## src/rtl/seg7_pkg.sv

```systemverilog
// Shared definitions for the seven-segment count controller: register map,
// CTRL bit positions, default clamp bound and prescaler state encoding.
package seg7_pkg;

  localparam logic [1:0] REG_VALUE    = 2'd0;
  localparam logic [1:0] REG_CTRL     = 2'd1;
  localparam logic [1:0] REG_PRESCALE = 2'd2;
  localparam logic [1:0] REG_STATUS   = 2'd3;

  localparam int CTRL_RUN  = 0;
  localparam int CTRL_DOWN = 1;
  localparam int CTRL_WRAP = 2;
  localparam int CTRL_W    = 3;

  localparam int MAX_VALUE_DEF = 9999;

  typedef enum logic {
    PS_IDLE  = 1'b0,
    PS_COUNT = 1'b1
  } ps_state_e;

endpackage

```

## src/rtl/seg7_prescaler.sv

```systemverilog
// Tick generator: holds the reload value while idle, counts down while running
// and pulses tick for one cycle each time the count passes through zero.
module seg7_prescaler
  import seg7_pkg::*;
#(
  parameter int          PRESCALE_W   = 26,
  parameter int unsigned PRESCALE_RST = 49999999
) (
  input  logic                  clk,
  input  logic                  rst_n,
  input  logic                  run,
  input  logic                  restart,
  input  logic [PRESCALE_W-1:0] reload,
  output logic                  tick
);

  logic [PRESCALE_W-1:0] cnt_q, cnt_d;
  ps_state_e             state;

  // The state bit is the RUN flag registered in the owner's CTRL register.
  assign state = run ? PS_COUNT : PS_IDLE;

  always_ff @(posedge clk) begin
    if (!rst_n) cnt_q <= PRESCALE_W'(PRESCALE_RST);
    else        cnt_q <= cnt_d;
  end

  always_comb begin
    cnt_d = cnt_q;
    tick  = 1'b0;
    case (state)
      PS_IDLE:  cnt_d = reload;
      PS_COUNT: begin
        if (restart) begin
          cnt_d = reload;
        end else if (cnt_q == '0) begin
          cnt_d = reload;
          tick  = 1'b1;
        end else begin
          cnt_d = cnt_q - PRESCALE_W'(1);
        end
      end
      default:  cnt_d = reload;
    endcase
  end

endmodule

```

## src/rtl/seg7_count_ctrl.sv

```systemverilog
// Bus-mapped owner of the 4-digit display value: direct writes, clamped
// up/down decimal counting with sticky LIMIT. Optional compare IRQ under
// SEG7_CMP_IRQ_EN.
module seg7_count_ctrl
  import seg7_pkg::*;
#(
  parameter int          DATA_W       = 32,
  parameter int          VAL_W        = 16,
  parameter int          MAX_VALUE    = MAX_VALUE_DEF,
  parameter int          PRESCALE_W   = 26,
  parameter int unsigned PRESCALE_RST = 49999999
) (
  input  logic              clock_50MHz,
  input  logic              rst_n,
  input  logic              sel,
  input  logic              we,
  input  logic              re,
  input  logic [1:0]        addr,
  input  logic [DATA_W-1:0] wdata,
  output logic [DATA_W-1:0] rdata,
  output logic [VAL_W-1:0]  displayed_number
`ifdef SEG7_CMP_IRQ_EN
  ,
  output logic              irq
`endif
);

  localparam logic [VAL_W-1:0]  MAX_V = VAL_W'(MAX_VALUE);
  localparam logic [DATA_W-1:0] MAX_D = DATA_W'(MAX_VALUE);

  logic [VAL_W-1:0]      value_q, value_d;
  logic [CTRL_W-1:0]     ctrl_q, ctrl_d;
  logic [PRESCALE_W-1:0] prescale_q, prescale_d;
  logic                  limit_q, limit_d;
  logic [DATA_W-1:0]     rdata_q, rdata_d;
  logic [DATA_W-1:0]     status_rd;
  logic wr, rd, wr_value, wr_ctrl, wr_pre, wr_stat;
  logic tick, tick_eff, limit_evt, restart;

  assign wr       = sel & we;
  assign rd       = sel & re;
  assign wr_value = wr & (addr == REG_VALUE);
  assign wr_ctrl  = wr & (addr == REG_CTRL);
  assign wr_pre   = wr & (addr == REG_PRESCALE);
  assign wr_stat  = wr & (addr == REG_STATUS);
  assign restart  = wr_ctrl & wdata[CTRL_RUN] & ~ctrl_q[CTRL_RUN];
  // A direct VALUE write drops the coincident tick, including its limit effects.
  assign tick_eff = tick & ~wr_value;

  seg7_prescaler #(
    .PRESCALE_W  (PRESCALE_W),
    .PRESCALE_RST(PRESCALE_RST)
  ) u_prescaler (
    .clk    (clock_50MHz),
    .rst_n  (rst_n),
    .run    (ctrl_q[CTRL_RUN]),
    .restart(restart),
    .reload (prescale_q),
    .tick   (tick)
  );

`ifdef SEG7_CMP_IRQ_EN
  logic [VAL_W-1:0] cmp_q, cmp_d, val_prev_q;
  logic             irq_q, irq_d;

  always_ff @(posedge clock_50MHz) begin
    if (!rst_n) begin
      cmp_q      <= '0;
      val_prev_q <= '0;
      irq_q      <= 1'b0;
    end else begin
      cmp_q      <= cmp_d;
      val_prev_q <= value_q;
      irq_q      <= irq_d;
    end
  end

  always_comb begin
    cmp_d = cmp_q;
    if (wr_stat) cmp_d = wdata[VAL_W+15:16];
    irq_d = (irq_q & ~(wr_stat & wdata[1])) |
            ((value_q == cmp_q) & (value_q != val_prev_q));
  end

  always_comb begin
    status_rd              = '0;
    status_rd[0]           = limit_q;
    status_rd[1]           = irq_q;
    status_rd[VAL_W+15:16] = cmp_q;
  end

  assign irq = irq_q;
`else
  assign status_rd = DATA_W'(limit_q);
`endif

  always_ff @(posedge clock_50MHz) begin
    if (!rst_n) begin
      value_q    <= '0;
      ctrl_q     <= '0;
      prescale_q <= PRESCALE_W'(PRESCALE_RST);
      limit_q    <= 1'b0;
      rdata_q    <= '0;
    end else begin
      value_q    <= value_d;
      ctrl_q     <= ctrl_d;
      prescale_q <= prescale_d;
      limit_q    <= limit_d;
      rdata_q    <= rdata_d;
    end
  end

  always_comb begin
    value_d    = value_q;
    ctrl_d     = ctrl_q;
    prescale_d = prescale_q;
    limit_evt  = 1'b0;
    rdata_d    = rdata_q;

    if (tick_eff) begin
      if (!ctrl_q[CTRL_DOWN]) begin
        if (value_q < MAX_V) begin
          value_d = value_q + VAL_W'(1);
        end else begin
          limit_evt = 1'b1;
          if (ctrl_q[CTRL_WRAP]) value_d = '0;
          else                   ctrl_d[CTRL_RUN] = 1'b0;
        end
      end else begin
        if (value_q != '0) begin
          value_d = value_q - VAL_W'(1);
        end else begin
          limit_evt = 1'b1;
          if (ctrl_q[CTRL_WRAP]) value_d = MAX_V;
          else                   ctrl_d[CTRL_RUN] = 1'b0;
        end
      end
    end

    // Clamp at full bus width so large writes saturate instead of truncating.
    if (wr_value) value_d = (wdata > MAX_D) ? MAX_V : wdata[VAL_W-1:0];
    if (wr_ctrl)  ctrl_d = wdata[CTRL_W-1:0];
    if (wr_pre)   prescale_d = wdata[PRESCALE_W-1:0];
    limit_d = (limit_q & ~(wr_stat & wdata[0])) | limit_evt;

    if (rd) begin
      case (addr)
        REG_VALUE:    rdata_d = DATA_W'(value_q);
        REG_CTRL:     rdata_d = DATA_W'(ctrl_q);
        REG_PRESCALE: rdata_d = DATA_W'(prescale_q);
        default:      rdata_d = status_rd;
      endcase
    end
  end

  assign rdata            = rdata_q;
  assign displayed_number = value_q;

endmodule

```

## config.mk

```make
export PLATFORM = sky130hd
export DESIGN_NAME = seg7_count_ctrl
export DESIGN_NICKNAME = d
export VERILOG_FILES = /design/src/rtl/seg7_pkg.sv /design/src/rtl/seg7_prescaler.sv /design/src/rtl/seg7_count_ctrl.sv
export SDC_FILE = /design/constraint.sdc
export NUM_CORES = 1
export LEC_CHECK = 0
export ABC_AREA = 1
export BUFFER_PORTS_ARGS = -buffer_cell sky130_fd_sc_hd__buf_4
export CAP_MARGIN = 10
export CORE_MARGIN = 4
export CORE_UTILIZATION = 45
export CTS_BUF_LIST = sky130_fd_sc_hd__clkbuf_8
export DETAILED_ROUTE_END_ITERATION = 6
export GPL_TIMING_DRIVEN = 1
export PLACE_DENSITY = 0.65
export SYNTH_ARGS = -nofsm -noshare
export SYNTH_HDL_FRONTEND = slang
export SYNTH_HIERARCHICAL = 1
export SYNTH_SLANG_ARGS = --single-unit
export TNS_END_PERCENT = 100
```

## constraint.sdc

```tcl
create_clock -name clock_50MHz -period 4.7 [get_ports clock_50MHz]
set_clock_uncertainty 0.1 [all_clocks]
set_input_delay 0.705 -clock clock_50MHz [delete_from_list [all_inputs] [get_ports clock_50MHz]]
set_output_delay 0.705 -clock clock_50MHz [all_outputs]
set_load 0.1 [all_outputs]
```

---- Word-level counts from Yosys, hierarchy flattened ----
Cells that the tools add are included.
Widths: inputs -> output; s select.
word-level totals
  bits in registers ....................... 104
  word-level logic and storage cells ...... 68
  bits of input ports ..................... 39
operators by class
  magnitude comparators ................... 2
  bitwise logic cells ..................... 16
  reduce and logical (&&, ||, !) cells .... 8
  multiplexer cells ....................... 26
  add/sub/neg operators ................... 3
  equality and inequality tests ........... 6
operators by type and width
  kind                   count
  $mux 16                8
  $pmux 26 s3            1
  $mux 26                2
  $pmux 26 s2            1
  $gt 32x14->1 const B   1
  $logic_not 26->1       1
  $sub 26x1->26 const B  1
  $add 16x1->16 const B  1
  $lt 16x14->1 const B   1
  $reduce_bool 16->1     1
  $sub 16x1->16 const B  1
  $mux 1                 14
  $and 1x1->1            11
  $ne 3x3->1 const B     2
  $reduce_and 3->1       2
  $eq 2x2->1 const B     2
  $ne 4x1->1 const B     1
  $not 1->1              4
  $reduce_bool 2->1      2
  $reduce_bool 4->1      1
  $eq 2x1->1 const B     1
  $logic_not 2->1        1
  $or 1x1->1             1

---- Longest topological paths before layout ----
Gate-level depths: netlist of the first run.
  depth after elaboration ................. 9
  gate-level depth with buffers ........... 14
  depth with buffers taken out ............ 14

---- Modules after synthesis ----
Netlist of the first run, hierarchy kept.
modules (own cells, without submodules)
  module           instances  cells each  seq. area each (µm²)  area each (µm²)
  seg7_count_ctrl  1          649         1,441.4               4,134.0
  seg7_prescaler   1          294         520.5                 1,752.9

---- Worst setup path after synthesis of the first run ----
OpenSTA, ideal clock, no wires.
  path type ............................... input port to flip-flop
  start point ............................. input sel
  end point ............................... register value_q[3], in the netlist displayed_number[3]
  stages on the path ...................... 13
  required time ........................... 4,533 ps
  library setup time ...................... 67 ps
  buffers on the path ..................... 1
  path slack .............................. 2,145 ps
  data arrival time ....................... 2,388 ps
  path through ............................ nand2_1 > inv_1 > nand3_1 > nor2_1 > nor2_1 > inv_1 > nor2_1 > nor2_1 > o21bai_4 > nor2_4 > buf_4 > nand3_1 > a21oi_2
on the way
  word-level cells in the longest chain between the ends .. 9
ends and longest elaborated chain
  what                         RTL line                RTL
  start, declared              seg7_count_ctrl.sv:15   input logic sel,
  $and 1x1->1                  seg7_count_ctrl.sv:40   assign wr = sel & we;
  $and 1x1->1                  seg7_count_ctrl.sv:43   assign wr_ctrl = wr & (addr == REG_CTRL);
  $and 1x1->1 (2 in series)    seg7_count_ctrl.sv:46   assign restart = wr_ctrl & wdata[CTRL_RUN] & ~ctrl_q[CTRL_RUN];
  named net restart            seg7_count_ctrl.sv:38   logic tick, tick_eff, limit_evt, restart;
  $mux 1                       seg7_prescaler.sv:34    if (restart) begin
  $mux 1                       seg7_prescaler.sv:31    case (state)
  named net tick               seg7_count_ctrl.sv:38
  $and 1x1->1                  seg7_count_ctrl.sv:48   assign tick_eff = tick & ~wr_value;
  $reduce_bool 2->1 (no line)  n/a
  $reduce_and 3->1 (no line)   n/a
  end signal, assigned         seg7_count_ctrl.sv:105  value_q <= value_d;
  end, declared                seg7_count_ctrl.sv:31   logic [VAL_W-1:0] value_q, value_d;
The timed path passes the listed nets, and every way through them passes these cells.
A chain may end at the register's enable or synchronous reset.

---- Final worst setup path of the first run ----
  start point ............................. register u_prescaler.cnt_q[0]
  end point ............................... register value_q[7], in the netlist displayed_number[7]
on the way
  word-level cells in the longest chain between the ends .. 7
ends and longest elaborated chain
  what                         RTL line               RTL
  start, declared              seg7_prescaler.sv:17   logic [PRESCALE_W-1:0] cnt_q, cnt_d;
  start signal, assigned       seg7_prescaler.sv:24   if (!rst_n) cnt_q <= PRESCALE_W'(PRESCALE_RST);
  start signal, assigned       seg7_prescaler.sv:25   else cnt_q <= cnt_d;
  $logic_not 26->1             seg7_prescaler.sv:36   end else if (cnt_q == '0) begin
  $mux 1                       seg7_prescaler.sv:36
  $mux 1                       seg7_prescaler.sv:34
  $mux 1                       seg7_prescaler.sv:31
  named net tick               seg7_count_ctrl.sv:38
  $and 1x1->1                  seg7_count_ctrl.sv:48
  $reduce_bool 2->1 (no line)  n/a
  $reduce_and 3->1 (no line)   n/a
The timed path passes the listed nets, and every way through them passes these cells.

==> results.py, run 1 <==
metrics = {
    "clock_network": {
        "cts-buffers-inserted": 9,
        "ctsResizeCount": 0,
        "root_buffer": "clkbuf_8",
        "clk_pin_slew_ns": 0.09,
        "clock_latency_ns": 0.37,
        "cts_setup_buffers": 0,
        "clkSinkCount": 98,
        "cts_tree": "yes",
        "cts_hold_buf": 0,
        "htreeDepth": 3,
        "clk_path_buf_depth": 2,
    },
    "timing": {
        "finalMaxSlewViolations": 0,
        "grt_setup_unrepaired": "false",
        "period_share": 0.5768,
        "worst_pin_slew_ns": 1.122,
        "setup_tns_ns": 0,
        "hold_viol": 0,
        "fmax_mhz": 368.8,
        "setup_violations": 0,
        "slew_headroom": 0.2509,
        "layout_min_cycle_time_ns": 2.711,
    },
    "worst_setup_path": {
        "reg2reg_setup_slack_ns": 1.99,
        "worstPathArrival_ns": 2.88,
        "cp_data_required_time_ns": 4.86,
        "cp-start-kind": "register",
        "worstSetupEndpointType": "register",
        "path_max_fanout": 16,
        "crit_type": "register to register",
    },
    "layout": {
        "num-fill-cells": 1383,
        "fin_area_mm2": 0.006706,
        "fin_cells": 1173,
        "area_delta_synth_final_pct": 13.92,
        "utilization": 0.5271,
        "nets": 1038,
        "n_antenna_cell": 0,
        "drive_gt1_frac": 0.1359,
    },
    "placement": {
        "gp_congestion": 0.9012,
        "numPortBuffers": 80,
        "placed_area_mm2": 0.006480,
        "placed_cells": 1157,
        "dpl.hpwl_mm": 12.63,
    },
    "drt": {
        "ant_nets": 0,
        "drt_pass1_iterations": 6,
        "viasPerCell": 5.165,
        "wl_per_cell_um": 14.60,
        "first_iter_violations": 530,
        "wirelength_mm": 17.13,
        "drc": 0,
        "via_count": 6058,
    },
    "synth": {
        "muxShareOfSynthArea": 0,
        "post-synth-top-area-cell": "dfxtp_1",
        "yosysWarnings": 6,
        "ys.flop_type": "dfxtp_1",
        "synth_area_mm2": 0.005887,
        "ys_ff_latch": 98,
        "synth.distinct_cells": 39,
        "synthAdderAreaFrac": 0.006376,
        "synth_compound_area_frac": 0.08778,
        "synth_top_area_frac": 0.3333,
        "synth-edff-count": 0,
        "yosys.area_share.simple": 0.4440,
        "synth_seq_area_share": 0.3333,
        "yosysMostFrequentCell": "nand2_1",
        "netlist_top_cells_area": "dfxtp_1, nand2_1, nor2_1",
        "synth-xor-area-share": 0.03273,
        "netlist_instances": 943,
        "ys_async_sr_fraction": 0,
        "synth_top_family_by_area": "simple AND/OR/NAND/NOR gates",
        "synthTopCellsByCount": "nand2_1, nor2_1, nand3_1",
        "synth_area_per_cell_um2": 6.243,
    },
    "floorplan": {
        "die_h_um": 122.4,
        "die_x_um": 122.4,
        "rows": 41,
        "core_area_mm2": 0.01272,
        "ioPinCount": 87,
        "start_util": 0.4627,
        "dieArea_mm2": 0.01498,
    },
    "pwr": {
        "total_power_uw": 1868,
        "power.leakage_uw": 0.003173,
        "ir_worst_vdd_mv": 0.1795,
        "pwr_density_cell_mw_per_mm2": 278.5,
    },
    "worst_hold_path": {
        "hold_path.class": "register to register",
    },
    "outcome": {
        "outcome": "completed",
    },
    "grt": {
        "grt_pass1_vias": 5454,
        "grt_max_degree": 71,
        "grt_usage": 0.2326,
        "antenna_found_initial": 0,
        "grt_first_pass_wirelength_mm": 27.68,
        "overflow": 0,
    },
    "run": {
        "maxCapViolations": 0,
    },
}
==> state kept, by name, indices dropped and copies added, names as in the netlist <==
name / cells
u_prescaler/cnt_q: 26
rdata: 26
ctrl_q: 3
displayed_number: 16
limit_q: 1
prescale_q: 26
==> kinds of logic after synthesis <==
family	Yosys count
flops	98
buf+inv	124
compound gates	91
other cells	1
xor+xnor	22
simple gates	604
fa+ha+maj	3
==> placed cells by master, fill, tap and decap left out, types with 2 or more instances in the layout <==
master	count
nor2_8	2
a21oi_1	25
dfxtp_1	98
nand3_1	99
nand4_1	13
nor3_1	5
inv_2	7
nor2_1	156
bufinv_16	2
nand2_1	299
nand2_4	3
xor2_1	16
inv_1	70
clkbuf_8	9
a31oi_1	14
o21ai_1	8
nand2_2	4
o21ai_0	32
nand3b_1	4
clkinv_4	3
conb_1	6
ha_1	3
buf_4	84
o211ai_1	6
nor2_4	6
xnor2_1	6
nor2_2	9
==> cell type report <==
type,count,area (µm²),area share
Clock buffer,9,123.9,0.01847
Clock inverter,7,102.6,0.01530
Inverter,77,289.0,0.04310
Multi-Input combinational cell,726,3383,0.5045
Sequential cell,98,1962,0.2925
Tap cell,172,215.2,0.03209
Timing Repair Buffer,84,630.6,0.09403
==> final timing paths <==
kind | from | end | cells past startpoint
worst min register to register | rdata[1] | rdata[1] | 2
worst max-delay path | u_prescaler/cnt_q[0] | displayed_number[7] | 12
worst min-delay path | rdata[1] | rdata[1] | 2
worst max register to register | u_prescaler/cnt_q[0] | displayed_number[7] | 12
==> routing by layer <==
metal,track usage,share of wire
met2,0.3346,0.42
met3,0.04240,0.082
met5,0,0
met1,0.3526,0.48
met4,0.06648,0.019
==> through the flow <==
stage | setup WS, ns | hold slack, ns
final | 1.989 | 0.3731
after global routing | 1.662 | 0.3938
after global placement | 1.802 | 0.3552
after detailed placement | 1.775 | 0.3618
after floorplan | 2.145 | 0.3482
after CTS | 1.982 | 0.3782
==> critical path, stage by stage, from the launching register on <==
cell      delay [ns]
dfxtp_1         0.32
inv_1           0.09
ha_1            0.28
nand2_2         0.16
nor2_8          0.20
nand4_4         0.28
nor2_1          0.27
nor2_1          0.08
o21bai_4        0.20
nor2_4          0.34
o21ai_0         0.15
nor2_1          0.11
nor2_1          0.04
==> where the power goes <==
| group | total (µW) | switching, µW | internal [µW] |
|---|---|---|---|
| sequential | 889 | 33.4 | 856 |
| clock | 613 | 308 | 305 |
| combinational | 365 | 260 | 105 |
| total | 1870 | 601 | 1270 |
Note: power is estimated with default switching activity, not from simulation.
==> run 2, diff against run 1 <==
- PLACE_DENSITY: 0.65 -> 0.68
- clock period: 4.7 -> 2.2 ns (I/O delays scaled with it)
==> results.py, run 2 (same netlist as run 1, synthesis figures left out) <==
metrics = {
    "clock_network": {
        "clock_latency_ns": 0.37,
        "clk_path_buf_depth": 2,
        "root_buffer": "clkbuf_8",
        "cts_tree": "yes",
        "cts-buffers-inserted": 9,
        "htreeDepth": 3,
        "cts_hold_buf": 0,
        "clk_pin_slew_ns": 0.10,
        "clkSinkCount": 98,
    },
    "floorplan": {
        "die_h_um": 122.4,
        "dieArea_mm2": 0.01498,
        "die_x_um": 122.4,
        "core_area_mm2": 0.01272,
        "ioPinCount": 87,
        "start_util": 0.4627,
        "rows": 41,
    },
    "layout": {
        "nets": 1071,
        "drive_gt1_frac": 0.1847,
        "area_delta_synth_final_pct": 18.81,
        "final_common_cell": "nand2_1",
        "final_cell_mix": "nand2_1, nor2_1, buf_4, nand3_1, dfxtp_1",
        "n_antenna_cell": 0,
        "num-fill-cells": 1344,
    },
    "pwr": {
        "total_power_uw": 3959,
        "ir_worst_vdd_mv": 0.3936,
        "power.leakage_uw": 0.003343,
        "pwr_density_cell_mw_per_mm2": 566.1,
    },
    "outcome": {
        "outcome": "completed",
    },
    "drt": {
        "wirelength_mm": 17.72,
        "ant_nets": 0,
        "via_count": 6208,
        "wl_per_cell_um": 14.70,
        "drc": 0,
        "drt_pass1_iterations": 6,
        "viasPerCell": 5.148,
        "first_iter_violations": 540,
    },
    "worst_setup_path": {
        "cp_data_required_time_ns": 2.40,
        "path_common_cell": "nor2_1",
        "path_buf_inv": 1,
        "slowest_delay_ns": 0.34,
        "rr_worst_depth": 11,
        "worst-path-stages": 11,
        "critPathSlowestCell": "dfxtp_1",
        "path_max_fanout": 7,
        "crit_type": "register to register",
        "crit_family": "simple AND/OR/NAND/NOR gates",
        "reg2reg_setup_slack_ns": 0.13,
        "cp-start-kind": "register",
        "r2r-start": "u_prescaler/cnt_q[6]",
        "crit_start": "u_prescaler/cnt_q[6]",
        "worstPathArrival_ns": 2.27,
        "cp_cell_sequence": "nor2_1, nand2_1, nor2_8, nand4_4, nor2_2, nor2_1, o21bai_4, nor2_4, buf_4, nand3_1, a21oi_2",
        "worstSetupEndpointType": "register",
        "endpoint": "displayed_number[3]",
        "rr_endpoint": "displayed_number[3]",
    },
    "grt": {
        "grt_usage": 0.2403,
        "antenna_found_initial": 0,
        "overflow": 0,
        "grt_first_pass_wirelength_mm": 28.66,
        "grt_max_degree": 70,
        "grt_pass1_vias": 5682,
    },
    "placement": {
        "dpl.hpwl_mm": 13.34,
        "gp_congestion": 0.9517,
        "numPortBuffers": 80,
    },
    "timing": {
        "period_share": 0.9387,
        "setup_violations": 0,
        "fmax_mhz": 484.2,
        "grt_setup_unrepaired": "false",
        "finalMaxSlewViolations": 0,
        "worst_pin_slew_ns": 0.6168,
        "slew_headroom": 0.5883,
        "layout_min_cycle_time_ns": 2.065,
        "setup_tns_ns": 0,
        "hold_viol": 0,
    },
    "worst_hold_path": {
        "hold_path.class": "input pin to register",
    },
    "run": {
        "maxCapViolations": 0,
    },
}
-- run 2: cell count changes in the layout (fill, tap and decap cells not counted), sizes merged --
cell      previous run  this run
clkbuf               9        10
inv                 78        79
clkinv               4         1
buf                 84       117
bufinv               2         1
clkinvlp             0         2
-- run 2: how the worst min path moves through the flow --
stage                         start        endpoint  slack [ns]  depth (start not counted)
after floorplan             limit_q         limit_q        0.35                          2
after global placement    rdata[21]       rdata[21]        0.36                          2
after detailed placement  rdata[22]       rdata[22]        0.36                          2
after CTS                 wdata[17]  prescale_q[17]        0.06                          3
after global routing      wdata[14]  prescale_q[14]        0.06                          3
final                     wdata[17]  prescale_q[17]        0.07                          3
-- run 2: layout make-up --
cell class / instances / area [µm²] / area share
Inverter: 77 / 289.0 / 0.04132
Multi-Input combinational cell: 726 / 3406 / 0.4869
Clock buffer: 10 / 137.6 / 0.01968
Sequential cell: 98 / 1982 / 0.2834
Tap cell: 172 / 215.2 / 0.03077
Clock inverter: 6 / 73.82 / 0.01055
Timing Repair Buffer: 117 / 890.9 / 0.1274
-- run 2: report_power, final --
| part | switching [µW] | internal, µW | leakage (µW) |
|---|---|---|---|
| sequential | 68.6 | 1830 | 0.000804 |
| clock | 664 | 570 | 0.000101 |
| combinational | 573 | 252 | 0.00244 |
-- run 2: what timing repair did --
action	in CTS	in global routing
endpoints found under the setup margin	0	22
resized for setup	0	5
setup buffers	0	4
hold endpoints to repair	0	0
-- run 2: per-layer routing --
metal / wire, µm / track usage
met5: 0 / 0
met4: 335 / 0.07138
met3: 1246 / 0.03825
met2: 7410 / 0.3483
met1: 8730 / 0.3645
-- run 2: per-stage QoR --
stage               worst slack (ns)  hold WS [ns]  utilization  area [µm²]  instances
finish                        0.1348       0.07403       0.5498        6994       1206
global route                 0.01090       0.06463       0.5498        6994       1206
CTS                          0.02702       0.06001       0.5460        6947       1202
detailed placement           0.03362        0.3606       0.5294        6735       1186
global placement             0.07421        0.3566       0.5294        6735       1186
floorplan                    0.01288        0.3482            -        5937        948
-- run 2: tightest hold or removal path, delay by kind of cell --
family	cells	cell delay, ns
AND/OR/NAND/NOR	2	0.11
buffers and inverters	1	0.08
